<file path="src/rtl/vector_pkg.sv">
// Shared definitions for the vector-display frame interface.
//  - Coordinate, address and vector-word widths.
//  - Bit positions of the fields inside a vector word.
//  - Writer FSM state type.
//  - pack_vector(), used by both the writer and the decoder side.
package vector_pkg;

  localparam int DAC_WIDTH    = 8;
  localparam int ADDRESSWIDTH = 10;
  localparam int DATAWIDTH    = 18;

  // Vector word layout: [17:10]=y, [9:2]=x, [1]=EOF, [0]=draw
  localparam int VW_Y_LSB = 10;
  localparam int VW_X_LSB = 2;
  localparam int VW_EOF   = 1;
  localparam int VW_DRAW  = 0;

  typedef enum logic [1:0] {
    FILL,
    DISCARD,
    WAIT_SWAP
  } writer_state_t;

  function automatic logic [DATAWIDTH-1:0] pack_vector(
    input logic [DAC_WIDTH-1:0] x,
    input logic [DAC_WIDTH-1:0] y,
    input logic                 eof,
    input logic                 draw
  );
    logic [DATAWIDTH-1:0] w;
    w = '0;
    w[VW_Y_LSB +: DAC_WIDTH] = y;
    w[VW_X_LSB +: DAC_WIDTH] = x;
    w[VW_EOF]                = eof;
    w[VW_DRAW]               = draw;
    return w;
  endfunction

endpackage

</file>
<file path="src/rtl/vector_frame_writer.sv">
// vector_frame_writer
//  Producer side of the double-buffered vector RAM. Accepts plotted points
//  over a valid/ready stream, packs each into one vector word and writes it
//  into the bank the display is not reading. Closing a frame arms a bank
//  swap, which executes on the next rising edge of frame_drawn.
// Ports
//  clk, rst                      clock, async active-high reset
//  pt_valid/pt_ready             point handshake (pt_ready depends on state only)
//  pt_x, pt_y, pt_draw, pt_last  point coordinates, beam on, frame close
//  frame_drawn                   display frame-done level; rising edge = scan done
//  wr_en, wr_addr, wr_data       RAM write port, {write bank, word pointer}
//  rd_bank                       bank the display scans
//  swap_pulse                    one cycle, on the cycle rd_bank toggles
//  overflow                      sticky, a frame exceeded the bank depth
module vector_frame_writer
  import vector_pkg::*;
#(
  parameter int OUT_WIDTH    = DAC_WIDTH,
  parameter int ADDRESSWIDTH = vector_pkg::ADDRESSWIDTH,
  parameter int DATAWIDTH    = vector_pkg::DATAWIDTH
) (
  input  logic                    clk,
  input  logic                    rst,
  input  logic                    pt_valid,
  output logic                    pt_ready,
  input  logic [OUT_WIDTH-1:0]    pt_x,
  input  logic [OUT_WIDTH-1:0]    pt_y,
  input  logic                    pt_draw,
  input  logic                    pt_last,
  input  logic                    frame_drawn,
  output logic                    wr_en,
  output logic [ADDRESSWIDTH-1:0] wr_addr,
  output logic [DATAWIDTH-1:0]    wr_data,
  output logic                    rd_bank,
  output logic                    swap_pulse,
  output logic                    overflow
);

  writer_state_t           state;
  logic [ADDRESSWIDTH-2:0] ptr;
  logic                    fd_q;
  logic                    fd_rise;
  logic                    accept;
  logic                    ptr_full;

  assign pt_ready = (state == FILL) || (state == DISCARD);
  assign accept   = pt_valid && pt_ready;
  assign fd_rise  = frame_drawn && !fd_q;
  assign ptr_full = (ptr == '1);

  always_ff @(posedge clk or posedge rst) begin
    if (rst) begin
      state      <= FILL;
      ptr        <= '0;
      rd_bank    <= 1'b0;
      wr_en      <= 1'b0;
      wr_addr    <= '0;
      wr_data    <= '0;
      swap_pulse <= 1'b0;
      overflow   <= 1'b0;
      fd_q       <= 1'b0;
    end else begin
      wr_en      <= 1'b0;
      swap_pulse <= 1'b0;
      // Tracked every cycle so an edge seen outside WAIT_SWAP is consumed
      // and cannot trigger a swap later while the level stays high.
      fd_q       <= frame_drawn;
      case (state)
        FILL: begin
          if (accept) begin
            wr_en   <= 1'b1;
            wr_addr <= {~rd_bank, ptr};
            // Last slot of the bank always carries EOF so the display
            // never runs past the end of a truncated frame.
            wr_data <= pack_vector(pt_x, pt_y, pt_last || ptr_full, pt_draw);
            ptr     <= ptr + 1'b1;
            if (pt_last) begin
              state <= WAIT_SWAP;
            end else if (ptr_full) begin
              overflow <= 1'b1;
              state    <= DISCARD;
            end
          end
        end
        DISCARD: begin
          if (accept && pt_last) begin
            state <= WAIT_SWAP;
          end
        end
        WAIT_SWAP: begin
          if (fd_rise) begin
            rd_bank    <= ~rd_bank;
            swap_pulse <= 1'b1;
            ptr        <= '0;
            state      <= FILL;
          end
        end
        default: state <= FILL;
      endcase
    end
  end

endmodule

</file>
<file path="config.mk">
export PLATFORM = sky130hd
export DESIGN_NAME = vector_frame_writer
export DESIGN_NICKNAME = d
export VERILOG_FILES = /design/src/rtl/vector_pkg.sv /design/src/rtl/vector_frame_writer.sv
export SDC_FILE = /design/constraint.sdc
export NUM_CORES = 1
export LEC_CHECK = 0
export ABC_AREA = 1
export ABC_CLOCK_PERIOD_IN_PS = 1500
export CAP_MARGIN = 10
export CORE_MARGIN = 2
export CORE_UTILIZATION = 42
export CTS_CLUSTER_SIZE = 25
export DETAILED_ROUTE_END_ITERATION = 12
export GPL_ROUTABILITY_DRIVEN = 0
export PLACE_DENSITY_LB_ADDON = 0.05
export REMOVE_ABC_BUFFERS = 1
export SYNTH_ARGS = -nofsm -noshare
export SYNTH_HDL_FRONTEND = slang
export SYNTH_SLANG_ARGS = --single-unit
</file>
<file path="constraint.sdc">
create_clock -name clk -period 1.5 [get_ports clk]
set_input_delay 0.15 -clock clk [delete_from_list [all_inputs] [get_ports clk]]
set_output_delay 0.15 -clock clk [all_outputs]
set_load 0.02 [all_outputs]
</file>
==> results of run 1 <==
[per-stage QoR]
stage          setup WS (ns)  TNS (ns)  util, %  hold WS [ns]  cell area, um^2
2_1_floorplan       -0.01472  -0.02508        -        0.1814             1774
3_3_place_gp         0.09307         0    60.50        0.4456             2472
3_5_place_dp         0.05291         0    60.50        0.4574             2472
4_1_cts              0.03554         0    62.74        0.1942             2564
5_1_grt             -0.05856   -0.1249    63.84        0.2305             2609
6_report             0.05369         0    63.84        0.1844             2609
[metal layers]
metal / wire (um) / share of wire (%) / vias up / global-route usage, %
met2: 1698 / 45 / 42 / 26.60
met1: 1761 / 46 / 667 / 20.56
met5: 0 / 0 / - / 0
met3: 271 / 7.1 / 5 / 5.669
met4: 62 / 1.6 / 0 / 7.265
li1: - / - / 772 / -
[cell type report]
class                           instances  area (um^2)
Inverter                               20        76.32
Fill cell                             375         1478
Tap cell                               50        62.56
Timing Repair Buffer                   67        649.4
Multi-Input combinational cell        139        626.9
Clock buffer                            6        82.58
Sequential cell                        44         1101
Clock inverter                          2        10.01
[state kept, by name, indices dropped and copies added, names as in the netlist]
| name | cells |
|---|---|
| fd_q | 1 |
| swap_pulse | 1 |
| wr_en | 1 |
| rd_bank | 1 |
| ptr | 9 |
| state | 2 |
| wr_addr | 10 |
| wr_data | 18 |
| overflow | 1 |
[timing repair]
item	4_1_cts	5_1_grt
gates resized for setup	1	8
pin swaps	0	4
setup buffers	0	2
setup endpoints to repair	1	4
[cell families (layout without fill, tap and decap cells)]
group	Yosys count	in the layout	synth area share [%]
AOI/OAI and AO/OA	16	16	4.548
xor gates and xnor gates	1	1	0.4825
adders and majority gates	2	2	1.378
buffers and inverters	26	95	6.478
DFF	44	44	60.65
and+or+nand+nor	120	120	26.46
[report_power, final]
group / switching (W) / internal, W
sequential: 0.000167 / 0.00146
combinational: 0.000710 / 0.000662
clock: 0.000389 / 0.000367
[worst min path at each step]
stage,cells after the start,end,slack (ns),start
after floorplan,0,fd_q,0.18,frame_drawn
after global placement,2,overflow,0.45,overflow
after detailed placement,2,wr_addr[6],0.46,wr_addr[6]
after CTS,3,wr_data[12],0.19,rst
after global routing,3,wr_data[8],0.23,rst
final,3,wr_data[12],0.18,rst
[Yosys cell counts]
master / n / share of area [%]
ha_1: 2 / 1.4
o21bai_1: 1 / 0.41
xnor2_1: 1 / 0.48
nand2_4: 1 / 0.62
buf_4: 2 / 0.83
o21ai_1: 1 / 0.28
nor2_2: 1 / 0.34
nand2_1: 87 / 18
inv_1: 19 / 3.9
dfrtp_1: 44 / 61
nor2_1: 16 / 3.3
nand3_1: 11 / 3.0
buf_2: 3 / 0.83
buf_6: 1 / 0.62
nand2_2: 1 / 0.34
a21oi_1: 3 / 0.83
nor3_1: 3 / 0.83
clkinv_2: 1 / 0.28
o21ai_0: 11 / 3.0
==> summary.md, run 1 <==
| Metric | Value |
|---|---|
| Status | finished, final reports clean |
| Share of cells above drive strength 1 | 10.79% |
| Iteration-0 DRC Markers | 78 |
| CTS tree | done |
| Max Cap Viol | 0 |
| Worst Skew | 0.004814 ns |
| Largest net degree at the start of global routing | 45 |
| CP peak stage delay | 0.61 ns |
| Hold Fails Final Rpt | 0 |
| R2r worst-path depth | 8 |
| CTS Buf Count | 5 |
| Cells along the critical path | clkdlybuf4s50_1 |
| # DRC | 0 |
| Die Area | 4864 um^2 |
| Sinks on Clock Net | 44 |
| Gr usage total | 16.66% |
| Hold WC Path Type | input pin to async pin |
| Post-Syn Instances | 209 |
| Commonest non-fill, non-tap cell in the layout | nand2_1 |
| Crit-path slowest cell | clkdlybuf4s50_1 |
| Unrepaired setup endpoints after global routing | yes |
| Final Non-Filler Cells | 328 |
| Final min period | 1.446 ns |
| Slew @ Worst Pin | 0.2416 ns |
| Fin. max-slew vios | 0 |
| Routed WL | 3.793 mm |
| Longest Clk Path Bufs | 2 |
| Yosys warns | 0 |
| Hold Buf Count CTS | 0 |
| CP Capture Type | primary output |
| Reg2reg start | ptr[1] |
| Peak Freq | 0.6914 GHz |
| Worst path top cell family by delay | buffers and inverters |
| CP Depth | 1 |
| Via count | 1486 |
| Reg clk slew, reported paths | 0.08 ns |
| Core Rows | 23 |
| Critical path arrival | 1.30 ns |
| Number of vias per cell | 4.530 |
| Most frequent cells in the layout | 87 x nand2_1, 53 x clkdlybuf4s50_1, 44 x dfrtp_1 |
| Critical path destination | rd_bank |
| Number of global-route vias before repair | 1472 |
| P per Cell Area | 1438 nW/um^2 |
| Initial antenna violation count | 0 |
| Setup Viol. Count Final | 0 |
| DRT antenna net count | 0 |
| Clock root buffer | clkbuf_8 |
| Leakage | 1.291 nW |
| Slew headroom | 83.84% |
| Drt first pass iters | 4 |
| Ports | 55 |
| Initial Util | 44.43% |
| First-pass GRT wire length | 6.506 mm |
| Syn avg cell area | 8.687 um^2 |
| CP startpoint kind | flop |
| Max FO, Critical Path | 3 |
| Die W | 69.75 um |
| Routed length per placed instance | 11.56 um |
| Cell variety after synth | 19 |
| Clock Latency Late Sink | 0.29 ns |
| Seq cells post-synth | 44 |
| Total chip power | 0.003750 W |
| Chip Height | 69.75 um |
| Antenna cell count | 0 |
| Area growth syn-to-layout | 43.69% |
| Setup CP Type | flop to primary output |
| Number of nets in the layout | 301 |
| Placed Cells | 318 |
| Gr ovfl total | 0 |
| Post-synthesis cell area | 1815 um^2 |
| Buffers added on ports | 54 |
| Total core area | 4086 um^2 |
| CP required | 1.35 ns |
| Crit path buf inv count | 1 |
| Sequential area share after synthesis | 60.65% |
| H-tree depth | 2 |
| Worst R2R Setup Slack | 0.06 ns |
| Reg-to-reg critical path endpoint | ptr[8] |
| Post-DP HPWL | 2.665 mm |
| Fin crit share | 96.42% |
| CP startpoint | rd_bank |
| Peak VDD IR | 0.0008164 V |
Power figures use the tool's default switching activity.
==> run 2, diff against run 1 <==
--- a/config.mk
+++ b/config.mk
@@ -5,11 +5,10 @@
 export SDC_FILE = /design/constraint.sdc
 export NUM_CORES = 1
 export LEC_CHECK = 0
-export ABC_AREA = 1
 export ABC_CLOCK_PERIOD_IN_PS = 1500
 export CAP_MARGIN = 10
 export CORE_MARGIN = 2
-export CORE_UTILIZATION = 42
+export CORE_UTILIZATION = 41
 export CTS_CLUSTER_SIZE = 25
 export DETAILED_ROUTE_END_ITERATION = 12
 export GPL_ROUTABILITY_DRIVEN = 0
==> summary.md, run 2 <==
| Metric | Value |
|---|---|
| Cell taking the most area after synthesis | dfrtp_1 |
| Reg2reg start | state[0] |
| Gr usage total | 17.67% (+1.0 points) |
| Reg clk slew, reported paths | 0.08 ns (about the same) |
| Commonest non-fill, non-tap cell in the layout | nand2_1 |
| Placed Cells | 293 (-7.9%) |
| Number of global-route vias before repair | 1499 (+1.8%) |
| Most numerous cell in the Yosys netlist | nand2_1 |
| CP peak stage delay | 0.45 ns (-0.16 ns) |
| Sequential area share after synthesis | 63.26% (+2.6 points) |
| Biggest regs | wr_data (18), wr_addr (10), ptr (9) |
| Clock Latency Late Sink | 0.29 ns (about the same) |
| Clock root buffer | clkbuf_8 |
| Fin. max-slew vios | 0 (unchanged) |
| Gr ovfl total | 0 (unchanged) |
| Iteration-0 DRC Markers | 75 (-3.8%) |
| Yosys warns | 0 (unchanged) |
| Hold Fails Final Rpt | 0 (unchanged) |
| Design Area, Final | 2570 um^2 (-1.5%) |
| Slew headroom | 83.73% (-0.11 points) |
| Setup Viol. Count Final | 1 (+1) |
| Worst setup margin | -0.001718 ns (-0.05541 ns) |
| Die W | 69.16 um (-0.85%) |
| CP Capture Type | flop |
| Max FFs per register | 18 (unchanged) |
| Crit-path slowest cell | or3b_4 |
| Area growth syn-to-layout | 47.66% |
| # fillers | 331 (-12%) |
| Largest net degree at the start of global routing | 45 (unchanged) |
| Longest Clk Path Bufs | 2 (unchanged) |
| Chip Height | 69.16 um (-0.85%) |
| Total core area | 4029 um^2 (-1.4%) |
| Synth Flop Type | dfrtp_1 |
| CTS tree | done |
| Violated checks | setup timing |
| Die Area | 4782 um^2 (-1.7%) |
| Largest reg by FF count | wr_data |
| Post-Syn Instances | 182 (-13%) |
| Yosys top cell area share | 63.26% (+2.6 points) |
| Initial antenna violation count | 0 (unchanged) |
| Post-DP HPWL | 2.720 mm (+2.1%) |
| Leakage | 1.247 nW (-3.4%) |
| CTS Buf Count | 5 (unchanged) |
| Peak Freq | 0.6659 GHz (-3.7%) |
| Critical path arrival | 1.72 ns (+0.42 ns) |
| Number of vias per cell | 4.716 (+4.1%) |
| H-tree depth | 2 (unchanged) |
| Peak VDD IR | 0.001097 V (+34%) |
| Post-synthesis cell area | 1740 um^2 (-4.1%) |
| Syn avg cell area | 9.563 um^2 (+10%) |
| Share of cells above drive strength 1 | 12.25% (+1.5 points) |
| Routed WL | 3.866 mm (+1.9%) |
| Drt first pass iters | 4 (unchanged) |
| Antenna cell count | 0 (unchanged) |
| Routed length per placed instance | 12.76 um (+10%) |
| Reg-to-reg critical path endpoint | ptr[2] |
| R2r worst-path depth | 4 (-4) |
| Via count | 1429 (-3.8%) |
| Seq cells post-synth | 44 (unchanged) |
| Worst Skew | 0.008097 ns (+0.003282 ns) |
| Number of synthesized flops with an enable pin | 0 (unchanged) |
| Fin crit share | 100.1% (+3.7 points) |
| Buffers added on ports | 54 (unchanged) |
| Slew @ Worst Pin | 0.2433 ns (+0.001672 ns) |
| Setup CP Type | flop to flop |
| Number of nets in the layout | 276 (-8.3%) |
| P per Cell Area | 1399 nW/um^2 (-2.7%) |
| Initial Util | 43.20% (-1.2 points) |
| Max Cap Viol | 0 (unchanged) |
| Cells along the critical path | or3b_4 > buf_6 > or3_4 > a21oi_2 |
| CP startpoint kind | flop |
| Max FO, Critical Path | 6 (+3) |
| Hold WC Path Type | input pin to async pin |
| Ports | 55 (unchanged) |
| Unrepaired setup endpoints after global routing | yes |
| Cell variety after synth | 23 (+4) |
| Final min period | 1.502 ns (+0.05541 ns) |
| Sinks on Clock Net | 44 (unchanged) |
| # DRC | 0 (unchanged) |
| Post-synth ARST share | 100.0% (unchanged) |
| Commonest cells post-synth | 86 x nand2_1, 44 x dfrtp_1, 6 x inv_1 |
| Final Non-Filler Cells | 303 (-7.6%) |
| Most frequent cells in the layout | 86 x nand2_1, 53 x clkdlybuf4s50_1, 44 x dfrtp_1 |
| Synth area leaders | dfrtp_1 63%, nand2_1 19%, mux2i_1 1.7%, ha_1 1.4%, nand3_1 1.4% |
| Crit path buf inv count | 1 (unchanged) |
| Worst path top cell family by delay | simple AND/OR/NAND/NOR gates |
| Status | finished, violations left |
| CP required | 1.72 ns (+0.37 ns) |
| First-pass GRT wire length | 6.920 mm (+6.4%) |
| Worst R2R Setup Slack | -0.002 ns (-0.06 ns) |
| Core Rows | 23 (unchanged) |
| DRT antenna net count | 0 (unchanged) |
| Placed inst area | 2434 um^2 (-1.6%) |
| Core Util, Final | 63.79% (about the same) |
-- run 2: cell count changes after synthesis, moves of 3 or more --
| cell | previous run | this run |
|---|---|---|
| o21ai_0 | 11 | 5 |
| mux2i_1 | 0 | 3 |
| nand3_1 | 11 | 5 |
| inv_1 | 19 | 6 |
| clkbuf_1 | 0 | 4 |
| nor2_1 | 16 | 2 |
-- run 2: layer usage --
layer	up-vias	track usage, %	wire length, um
li1	726	-	-
met1	663	22.80	1779
met2	36	30.02	1866
met3	4	3.655	177
met4	0	5.229	42
met5	-	0	0
-- run 2: layout make-up --
type,count,area [um^2],share of cell area [%]
flip-flops and latches,44,1101,42.84
repair buffers,71,686.9,26.73
multi-input cells,124,603.1,23.47
clock buffers,8,90.09,3.505
well taps,50,62.56,2.434
inverters,6,26.28,1.022
-- run 2: cells by family after synthesis --
| family | after synthesis | share of synthesized area, % |
|---|---|---|
| muxes | 3 | 1.725 |
| and+or+nand+nor | 103 | 24.37 |
| DFF | 44 | 63.26 |
| buffers and inverters | 14 | 3.307 |
| adders and majority gates | 2 | 1.438 |
| AOI/OAI and AO/OA | 15 | 5.392 |
| xor gates and xnor gates | 1 | 0.5033 |
-- run 2: per-stage QoR --
step	TNS [ns]	power (W)	setup slack (ns)	hold WS, ns
final	-0.001718	0.003595	-0.001718	0.2017
after global routing	-0.1357	0.003808	-0.05571	0.2550
after CTS	0	0.003608	0.004264	0.2173
after detailed placement	-8.359	0.002851	-0.3414	0.4561
after global placement	-7.211	0.002796	-0.3001	0.4521
after floorplan	-17.32	0.002165	-0.6914	0.1814
-- run 2: worst max-delay path by stage --
stage / end / cells after the start / start / slack, ns
after floorplan: ptr[4] / 4 / state[0] / -0.69
after global placement: ptr[6] / 4 / pt_valid / -0.30
after detailed placement: ptr[6] / 4 / pt_valid / -0.34
after CTS: ptr[2] / 4 / state[1] / 0.004
after global routing: ptr[2] / 4 / state[0] / -0.06
final: ptr[2] / 4 / state[0] / -0.002
-- run 2: worst reg2reg max path, stage by stage (launching register included) --
cell and delay [ns]:
dfrtp_1 0.39, or3b_4 0.45, buf_6 0.16, or3_4 0.32
a21oi_2 0.11
-- run 2: power breakdown --
part | switching [W] | leakage, nW | internal [W]
combinational | 0.000642 | 0.634 | 0.000606
sequential | 0.000163 | 0.567 | 0.00143
clock | 0.000375 | 0.0455 | 0.000376
-- run 2: what timing repair did --
action / CTS / global route
hold buffers: 0 / 0
buffers inserted: 1 / 1
endpoints found under the setup margin: 23 / 19
pin swaps: 4 / 1
gates cloned: 0 / 0
gates resized for setup: 4 / 6
==> run 3, diff against run 2 <==
--- a/config.mk
+++ b/config.mk
@@ -6,7 +6,7 @@
 export NUM_CORES = 1
 export LEC_CHECK = 0
 export ABC_CLOCK_PERIOD_IN_PS = 1500
-export CAP_MARGIN = 10
+export CAP_MARGIN = 25
 export CORE_MARGIN = 2
 export CORE_UTILIZATION = 41
 export CTS_CLUSTER_SIZE = 25
==> results of run 3 <==
The final DEF is identical to that of run 2; final timing and power are the same.
